**src/rtl/fetch_pkg.sv**
```systemverilog
// Shared fetch-stage definitions: sequencer state encoding and the default
// reset/exception vectors, also consumed by the exception/CP0 logic.
package fetch_pkg;

  localparam int unsigned INSTR_BYTES = 4;

  localparam logic [31:0] DEF_RESET_VECTOR = 32'h0000_0000;
  localparam logic [31:0] DEF_EXC_VECTOR   = 32'h8000_0180;

  typedef enum logic [1:0] {
    REQ   = 2'd0,
    WAIT  = 2'd1,
    HOLD  = 2'd2,
    FLUSH = 2'd3
  } fetch_state_e;

endpackage

```
**src/rtl/fetch_sequencer_checker.sv**
```systemverilog
// Interface checks for the fetch sequencer, observed from its ports only.
module fetch_sequencer_checker #(
  parameter int unsigned WORD_SIZE = 32
) (
  input logic                 clk,
  input logic                 reset,
  input logic                 imem_req,
  input logic                 imem_gnt,
  input logic                 redirect_valid,
  input logic                 exc_valid,
  input logic [WORD_SIZE-1:0] imem_addr
);

  // A stalled request must keep presenting the same address unless redirected
  a_addr_stable: assert property (@(posedge clk) disable iff (!reset)
    (imem_req && !imem_gnt && !redirect_valid && !exc_valid) |=> (imem_req && $stable(imem_addr)))
    else $error("imem_addr changed while request stalled");

endmodule

```
**src/rtl/next_pc_sel.sv**
```systemverilog
// Combinational next-PC priority mux: exception beats branch/jump, which beats
// sequential advance; redirect targets are forced word-aligned.
module next_pc_sel
  import fetch_pkg::*;
#(
  parameter int unsigned           WORD_SIZE  = 32,
  parameter logic [WORD_SIZE-1:0]  EXC_VECTOR = WORD_SIZE'(DEF_EXC_VECTOR)
) (
  input  logic [WORD_SIZE-1:0] pc_i,
  input  logic                 exc_valid_i,
  input  logic                 redirect_valid_i,
  input  logic [WORD_SIZE-1:0] redirect_addr_i,
  input  logic                 advance_i,
  output logic [WORD_SIZE-1:0] next_pc_o,
  output logic                 redirect_o
);

  localparam logic [WORD_SIZE-1:0] STEP = WORD_SIZE'(INSTR_BYTES);

  logic [WORD_SIZE-1:0] target_s;

  // Select redirect target and next PC; pc+4 wraps naturally at the word width
  always_comb begin
    redirect_o = exc_valid_i | redirect_valid_i;
    if (exc_valid_i) begin
      target_s = EXC_VECTOR;
    end else begin
      target_s = redirect_addr_i;
    end
    if (redirect_o) begin
      next_pc_o = {target_s[WORD_SIZE-1:2], 2'b00};
    end else if (advance_i) begin
      next_pc_o = pc_i + STEP;
    end else begin
      next_pc_o = pc_i;
    end
  end

endmodule

```
**src/rtl/fetch_sequencer.sv**
```systemverilog
// Instruction-fetch sequencer: owns the PC, issues one imem request at a time,
// holds the returned instruction for decode and squashes fetches on redirect.
module fetch_sequencer
  import fetch_pkg::*;
#(
  parameter int unsigned          WORD_SIZE    = 32,
  parameter logic [WORD_SIZE-1:0] RESET_VECTOR = WORD_SIZE'(DEF_RESET_VECTOR),
  parameter logic [WORD_SIZE-1:0] EXC_VECTOR   = WORD_SIZE'(DEF_EXC_VECTOR)
) (
  input  logic                 clk,
  input  logic                 reset,
  output logic                 imem_req,
  output logic [WORD_SIZE-1:0] imem_addr,
  input  logic                 imem_gnt,
  input  logic                 imem_rvalid,
  input  logic [WORD_SIZE-1:0] imem_rdata,
  input  logic                 redirect_valid,
  input  logic [WORD_SIZE-1:0] redirect_addr,
  input  logic                 exc_valid,
  output logic                 if_valid,
  input  logic                 if_ready,
  output logic [WORD_SIZE-1:0] if_pc,
  output logic [WORD_SIZE-1:0] if_instr
);

  fetch_state_e         state_q, state_d;
  logic [WORD_SIZE-1:0] pc_q, pc_d;
  logic [WORD_SIZE-1:0] pending_pc_q, pending_pc_d;
  logic [WORD_SIZE-1:0] if_pc_q, if_pc_d;
  logic [WORD_SIZE-1:0] if_instr_q, if_instr_d;
  logic                 advance_s;
  logic                 deliver_s;
  logic                 redirect_s;

  assign advance_s = (state_q == WAIT) && imem_rvalid;
  assign deliver_s = advance_s && !redirect_s;

  next_pc_sel #(
    .WORD_SIZE  (WORD_SIZE),
    .EXC_VECTOR (EXC_VECTOR)
  ) u_next_pc_sel (
    .pc_i             (pc_q),
    .exc_valid_i      (exc_valid),
    .redirect_valid_i (redirect_valid),
    .redirect_addr_i  (redirect_addr),
    .advance_i        (advance_s),
    .next_pc_o        (pc_d),
    .redirect_o       (redirect_s)
  );

  // State register
  always_ff @(posedge clk or negedge reset) begin
    if (!reset) begin
      state_q <= REQ;
    end else begin
      state_q <= state_d;
    end
  end

  // Next-state logic; rvalid is ignored in REQ and HOLD
  always_comb begin
    state_d = state_q;
    case (state_q)
      REQ: begin
        if (imem_gnt) begin
          state_d = redirect_s ? FLUSH : WAIT;
        end else begin
          state_d = REQ;
        end
      end
      WAIT: begin
        if (imem_rvalid) begin
          state_d = redirect_s ? REQ : HOLD;
        end else if (redirect_s) begin
          state_d = FLUSH;
        end else begin
          state_d = WAIT;
        end
      end
      HOLD: begin
        if (redirect_s || if_ready) begin
          state_d = REQ;
        end else begin
          state_d = HOLD;
        end
      end
      FLUSH: begin
        // The stale response closes the flush even if another redirect lands with it
        if (imem_rvalid) begin
          state_d = REQ;
        end else begin
          state_d = FLUSH;
        end
      end
      default: state_d = REQ;
    endcase
  end

  // Outputs; the request is gated by reset so it drops without a clock edge
  always_comb begin
    imem_req  = reset && (state_q == REQ);
    imem_addr = pc_q;
    if_valid  = (state_q == HOLD);
    if_pc     = if_pc_q;
    if_instr  = if_instr_q;
  end

  // Datapath next values: capture the accepted address and the delivered word
  always_comb begin
    pending_pc_d = pending_pc_q;
    if_pc_d      = if_pc_q;
    if_instr_d   = if_instr_q;
    if ((state_q == REQ) && imem_gnt) begin
      pending_pc_d = pc_q;
    end else begin
      pending_pc_d = pending_pc_q;
    end
    if (deliver_s) begin
      if_pc_d    = pending_pc_q;
      if_instr_d = imem_rdata;
    end else begin
      if_pc_d    = if_pc_q;
      if_instr_d = if_instr_q;
    end
  end

  // Datapath registers
  always_ff @(posedge clk or negedge reset) begin
    if (!reset) begin
      pc_q         <= RESET_VECTOR;
      pending_pc_q <= '0;
      if_pc_q      <= '0;
      if_instr_q   <= '0;
    end else begin
      pc_q         <= pc_d;
      pending_pc_q <= pending_pc_d;
      if_pc_q      <= if_pc_d;
      if_instr_q   <= if_instr_d;
    end
  end

  fetch_sequencer_checker #(
    .WORD_SIZE (WORD_SIZE)
  ) u_checker (
    .clk            (clk),
    .reset          (reset),
    .imem_req       (imem_req),
    .imem_gnt       (imem_gnt),
    .redirect_valid (redirect_valid),
    .exc_valid      (exc_valid),
    .imem_addr      (imem_addr)
  );

endmodule
```
**config.mk**
```make
export PLATFORM = sky130hd
export DESIGN_NAME = fetch_sequencer
export DESIGN_NICKNAME = d
export VERILOG_FILES = /design/src/rtl/fetch_pkg.sv /design/src/rtl/fetch_sequencer_checker.sv /design/src/rtl/next_pc_sel.sv /design/src/rtl/fetch_sequencer.sv
export SDC_FILE = /design/constraint.sdc
export NUM_CORES = 1
export LEC_CHECK = 0
export BUFFER_PORTS_ARGS = -buffer_cell sky130_fd_sc_hd__buf_4
export CAP_MARGIN = 20
export CORE_MARGIN = 5
export CORE_UTILIZATION = 40
export DETAILED_ROUTE_END_ITERATION = 7
export PLACE_DENSITY = 0.63
export SLEW_MARGIN = 20
export SYNTH_ARGS = -nofsm -noshare
export SYNTH_HDL_FRONTEND = slang
export SYNTH_SLANG_ARGS = --single-unit
```
**constraint.sdc**
```tcl
create_clock -name clk -period 3.95 [get_ports clk]
set_input_delay 0.395 -clock clk [delete_from_list [all_inputs] [get_ports clk]]
set_output_delay 0.395 -clock clk [all_outputs]
set_load 0.005 [all_outputs]
```
==> results.sh, run 1 <==
export IMPL_grt_max_degree=72
export IMPL_hold_buffers=0
export IMPL_port_buffers=162
export IMPL_violations="hold timing"
export IMPL_cts_setup_buffers=0
export IMPL_synth_seq_cells=124
export IMPL_synth_edff_count=0
export IMPL_area_growth_pct=34.0
export IMPL_finalHoldViolations=13
export IMPL_clk_pin_slew_ns=0.05
export IMPL_final_nets=812
export IMPL_dieWidth_um=129
export IMPL_p_leak_nw=3.78
export IMPL_cp_end_kind="flip-flop"
export IMPL_grt_antenna_before_repair=0
export IMPL_drtIter0Drc=280
export IMPL_slew_violations=0
export IMPL_dieArea_um2=16600
export IMPL_path_buf_inv=0
export IMPL_root_buffer="clkbuf_16"
export IMPL_cts_tree="done"
export IMPL_grt_pass1_vias=4880
export IMPL_cp_max_fo=8
export IMPL_fmax_ghz=0.415
export IMPL_layout_commonest_cell="nand2_1"
export IMPL_row_count=43
export IMPL_insertion_delay_ns=0.41
export IMPL_tns_ns=0
export IMPL_worstPathRequired_ns=4.24
export IMPL_arrival_ns=2.70
export IMPL_start_kind="flip-flop"
export IMPL_crit_slowest_cell="nor4_2"
export IMPL_cts_resized=0
export IMPL_synth_seq_area_share=0.551
export IMPL_synth_cell_type_count=52
export IMPL_worst_slew_pin_slew_ns=0.911
export IMPL_fin_crit_ns=2.41
export IMPL_core_um2=13800
export IMPL_grt_setup_unrepaired="false"
export IMPL_p_per_area_nw_per_um2=637
export IMPL_crit_chain="ha_1, nand4_1, nor4_2, a311oi_1, a2111oi_1"
export IMPL_async_flop_share=1.00
export IMPL_vias=4752
export IMPL_cts_sinks=124
export IMPL_fin_crit_sh=0.610
export IMPL_antenna_left=0
export IMPL_insertedDiodeCount=0
export IMPL_synth_top_area_share=0.551
export IMPL_drt_pre_antenna_iters=4
export IMPL_syn_cell_area_um2=5640
export IMPL_synth_warnings=0
export IMPL_maxSlewHeadroom=0.388
export IMPL_drt_total_wl_um=15400
export IMPL_outcome="finished, violations left"
export IMPL_maxCapViolations=0
export IMPL_final_cell_area_um2=7550
export IMPL_route_detailed_drc=0
export IMPL_wire_per_inst_um=16.6
export IMPL_cts_made_buffers=17
export IMPL_gp_congestion=0.808
export IMPL_via_per_inst=5.10
export IMPL_synth_area_leaders="dfrtp_1, nand2_1, mux2_2"
export IMPL_syn_avg_cell_area_um2=9.55
export IMPL_synthCells=590
export IMPL_setup_violations=0
export IMPL_hold_class="in2async"
export IMPL_ioPinCount=169
export IMPL_ys_flop_type="dfrtp_1"
export IMPL_layout_drive_gt1_share=0.314
export IMPL_track_usage=0.193
export IMPL_hold_ws_ns=-0.00988
export IMPL_h_tree_depth=4
export IMPL_path_class="reg2reg"
export IMPL_hpwl_um=10800
export IMPL_skew_ns=0.00717
export IMPL_grt_overflow=0
export IMPL_yosysTopAreaCell="dfrtp_1"
export IMPL_initial_core_util=0.408
export IMPL_layout_common_cells="nand2_1, buf_4, dfrtp_1"
export IMPL_place_area_um2=6970
export IMPL_cp_top_family="simple AND/OR/NAND/NOR gates"
export IMPL_ir_drop_mv=0.359
export IMPL_grt_pass1_wl_um=25300
export IMPL_clock_path_buffers=2
export IMPL_die_h_um=129
export IMPL_max_stage_delay_ns=0.77
[state kept, by name, indices dropped and copies added (netlist names)]
signal / cells
if_instr: 32
if_pc: 30
imem_addr: 30
pending_pc_q: 30
state_q: 2
[layout make-up]
type,instances,area (um2)
Clock buffer,24,492
Clock inverter,7,87.6
Fill cell,1258,6270
Inverter,9,33.8
Multi-Input combinational cell,420,2350
Sequential cell,124,3100
Tap cell,180,225
Timing Repair Buffer,168,1260
[kinds of logic after synthesis]
| group | synth area share |
|---|---|
| other cells | 0.000665 |
| simple gates | 0.259 |
| compound gates | 0.0757 |
| xor+xnor | 0.0140 |
| mux | 0.0599 |
| flops | 0.551 |
| buf+inv | 0.0377 |
| fa+ha+maj | 0.00222 |
[metal layers]
| metal | wire length (um) | vias to the layer above | GRT usage |
|---|---|---|---|
| met1 | 6540 | 2280 | 0.250 |
| li1 | - | 2308 | - |
| met4 | 389 | 0 | 0.0797 |
| met2 | 7630 | 138 | 0.311 |
| met5 | 0 | - | 0 |
| met3 | 869 | 26 | 0.0452 |
[synthesized netlist by cell type (all sizes together), types with 2 or more instances]
cell,instances
a2111oi,4
nand3,15
or4,8
mux2,30
nand2,211
a21oi,7
o21ai,8
a2bb2oi,2
nor3,6
nor4,8
or3,4
o31ai,4
xnor2,7
and3,4
a211oi,11
nor3b,5
nand4,11
o211ai,4
nor2,25
dfrtp,124
xor2,2
buf,12
and2,2
inv,8
nand2b,4
a31oi,3
and4,6
nor2b,3
a221oi,3
a311oi,6
a21o,3
nand3b,2
clkbuf,28
[path summary, 6_finish.rpt]
check	cells past startpoint	slack [ns]	endpoint	from
hold reg to reg	2	0.46	if_pc[12]	pending_pc_q[12]
hold / removal	1	-0.01	pending_pc_q[30]	reset
min in group clk	3	0.17	if_instr[6]	imem_rdata[6]
setup / recovery	5	1.54	imem_addr[24]	imem_addr[2]
setup reg to reg	5	1.54	imem_addr[24]	imem_addr[2]
max in group asynchronous	2	2.79	if_instr[26]	reset
[report_power, final]
part | internal [mW] | total, mW | switching, mW
logic | 0.728 | 1.26 | 0.534
registers | 1.74 | 2.04 | 0.295
clock network | 0.987 | 1.51 | 0.525
[stage by stage]
stage,setup WS [ns],util,instances,power (mW)
finish,1.54,0.546,932,4.81
global route,1.29,0.546,932,5.12
global placement,1.56,0.504,901,3.29
floorplan,1.95,-,593,2.57
CTS,1.56,0.546,932,4.88
detailed placement,1.50,0.504,901,3.34
(Power assumes the default switching activity.)
==> inputs of run 2 (changes only) <==
Settings changed: PLACE_DENSITY 0.63 to 0.65.
Clock period 3.95 ns to 2.13 ns, I/O delays scaled along.
==> results.sh, run 2 (same netlist as run 1, synthesis figures left out) <==
export IMPL_outcome="finished, final reports clean"
export IMPL_path_class="reg2reg"
export IMPL_grt_max_degree=125
export IMPL_final_cell_area_um2=8150
export IMPL_insertion_delay_ns=0.42
export IMPL_start_kind="flip-flop"
export IMPL_fin_crit_ns=1.96
export IMPL_p_int_mw=6.51
export IMPL_max_stage_delay_ns=0.62
export IMPL_dieArea_um2=16600
export IMPL_skew_ns=0.0105
export IMPL_p_per_area_nw_per_um2=1120
export IMPL_wire_per_inst_um=16.1
export IMPL_grt_antenna_before_repair=0
export IMPL_crit_slowest_cell="or4_1"
export IMPL_antenna_left=0
export IMPL_finalHoldViolations=0
export IMPL_port_buffers=162
export IMPL_setup_violations=0
export IMPL_place_inst=933
export IMPL_dr_wl_met3_um=795
export IMPL_fin_crit_sh=0.921
export IMPL_grt_overflow=0
export IMPL_p_sw_frac=0.286
export IMPL_layout_commonest_cell="nand2_1"
export IMPL_via_per_inst=5.03
export IMPL_final_nets=875
export IMPL_cts_tree="done"
export IMPL_drtIter0Drc=262
export IMPL_p_comb_frac=0.281
export IMPL_ir_drop_mv=0.588
export IMPL_drt_total_wl_um=16100
export IMPL_cp_top_family="simple AND/OR/NAND/NOR gates"
export IMPL_layout_drive_gt1_share=0.333
export IMPL_cts_setup_buffers=0
export IMPL_h_tree_depth=4
export IMPL_hold_class="in2reg"
export IMPL_cts_sinks=124
export IMPL_grt_pass1_vias=5013
export IMPL_hold_ws_ns=0.0152
export IMPL_dieWidth_um=129
export IMPL_path_buf_inv=1
export IMPL_slew_violations=0
export IMPL_final_instance_count_excl_fill=996
export IMPL_vias=5006
export IMPL_initial_core_util=0.408
export IMPL_tns_ns=0
export IMPL_power_frac_clock=0.309
export IMPL_clock_path_buffers=2
export IMPL_fmax_ghz=0.510
export IMPL_crit_chain="nand3b_4, buf_4, or4_1, nor4b_1, a2111oi_1"
export IMPL_arrival_ns=2.24
export IMPL_root_buffer="clkbuf_16"
export IMPL_final_fill_count=1211
export IMPL_area_growth_pct=44.6
export IMPL_drt_pre_antenna_iters=5
export IMPL_insertedDiodeCount=0
export IMPL_worstPathRequired_ns=2.41
export IMPL_drt_met1_wl_um=6720
export IMPL_grt_pass1_wl_um=25900
export IMPL_multi_input_area_um2=2350
export IMPL_cts_made_buffers=17
export IMPL_wl_met2_um=8290
export IMPL_largest_reg_flops=32
export IMPL_die_h_um=129
export IMPL_track_usage=0.200
export IMPL_row_count=43
export IMPL_cp_max_fo=8
export IMPL_cp_end_kind="flip-flop"
export IMPL_maxSlewHeadroom=0.547
export IMPL_maxCapViolations=0
export IMPL_place_area_um2=7250
export IMPL_regArea_um2=3100
export IMPL_grt_setup_unrepaired="false"
export IMPL_dr_max_layer_used="met4"
export IMPL_power_mw=9.11
export IMPL_switchingPower_mw=2.60
export IMPL_core_um2=13800
export IMPL_gp_congestion=0.843
export IMPL_hpwl_um=11200
export IMPL_route_detailed_drc=0
export IMPL_p_leak_nw=4.09
export IMPL_layout_common_cells="nand2_1, buf_4, dfrtp_1"
export IMPL_ioPinCount=169
export IMPL_seqPwrFrac=0.411
export IMPL_worst_slew_pin_slew_ns=0.679
export IMPL_clk_pin_slew_ns=0.05
[run 2: cell count changes in the layout (fill, tap and decap cells not counted), sizes merged]
cell | previous run | this run
buf | 168 | 200
dlygate4sd3 | 0 | 31
clkbuf | 24 | 20
clkinvlp | 1 | 2
inv | 8 | 9
clkinv | 5 | 8
[run 2: metal layers]
| metal | vias up | track usage |
|---|---|---|
| li1 | 2436 | - |
| met1 | 2424 | 0.249 |
| met2 | 131 | 0.337 |
| met3 | 15 | 0.0540 |
| met4 | 0 | 0.0649 |
| met5 | - | 0 |
[run 2: through the flow]
step | utilization | setup WS (ns)
2_1_floorplan | - | 0.132
3_3_place_gp | 0.524 | 0.211
5_1_grt | 0.589 | 0.0170
3_5_place_dp | 0.524 | 0.188
4_1_cts | 0.589 | 0.172
6_report | 0.589 | 0.168
[run 2: final cells by class]
cell class / instances / area share
flip-flops and latches: 124 / 0.381
multi-input cells: 420 / 0.288
repair buffers: 231 / 0.227
clock buffers: 20 / 0.0573
well taps: 180 / 0.0276
clock inverters: 12 / 0.0146
inverters: 9 / 0.00415
[run 2: power by group through the flow]
stage / registers, mW / clock network [mW] / logic [mW]
5_1_grt: 3.86 / 2.99 / 2.83
2_1_floorplan: 3.74 / 0 / 1.03
3_5_place_dp: 3.77 / 0 / 2.55
6_report: 3.74 / 2.81 / 2.56
4_1_cts: 3.74 / 2.88 / 2.61
3_3_place_gp: 3.71 / 0 / 2.49
[run 2: worst reg2reg max path, stage by stage, from the launching register on]
cell       delay, ns
dfrtp_1         0.38
nand3b_4        0.21
buf_4           0.19
or4_1           0.62
nor4b_1         0.34
a2111oi_1       0.09
[run 2: worst paths after layout]
| check | slack, ns | cells past startpoint | start | to |
|---|---|---|---|---|
| setup / recovery | 0.17 | 5 | state_q[1] | imem_addr[15] |
| hold / removal | 0.02 | 3 | imem_rdata[29] | if_instr[29] |
| setup reg to reg | 0.17 | 5 | state_q[1] | imem_addr[15] |
| hold reg to reg | 0.46 | 2 | pending_pc_q[15] | if_pc[15] |
| max in group asynchronous | 1.17 | 3 | reset | if_pc[16] |
| min in group asynchronous | 0.46 | 3 | reset | if_pc[3] |
[run 2: repair_timing]
action                                  in CTS  in global routing
endpoints found under the setup margin       0                  2
hold buffers                                31                  0
gates resized for setup                      0                  2
endpoints found under the hold margin      154                  0
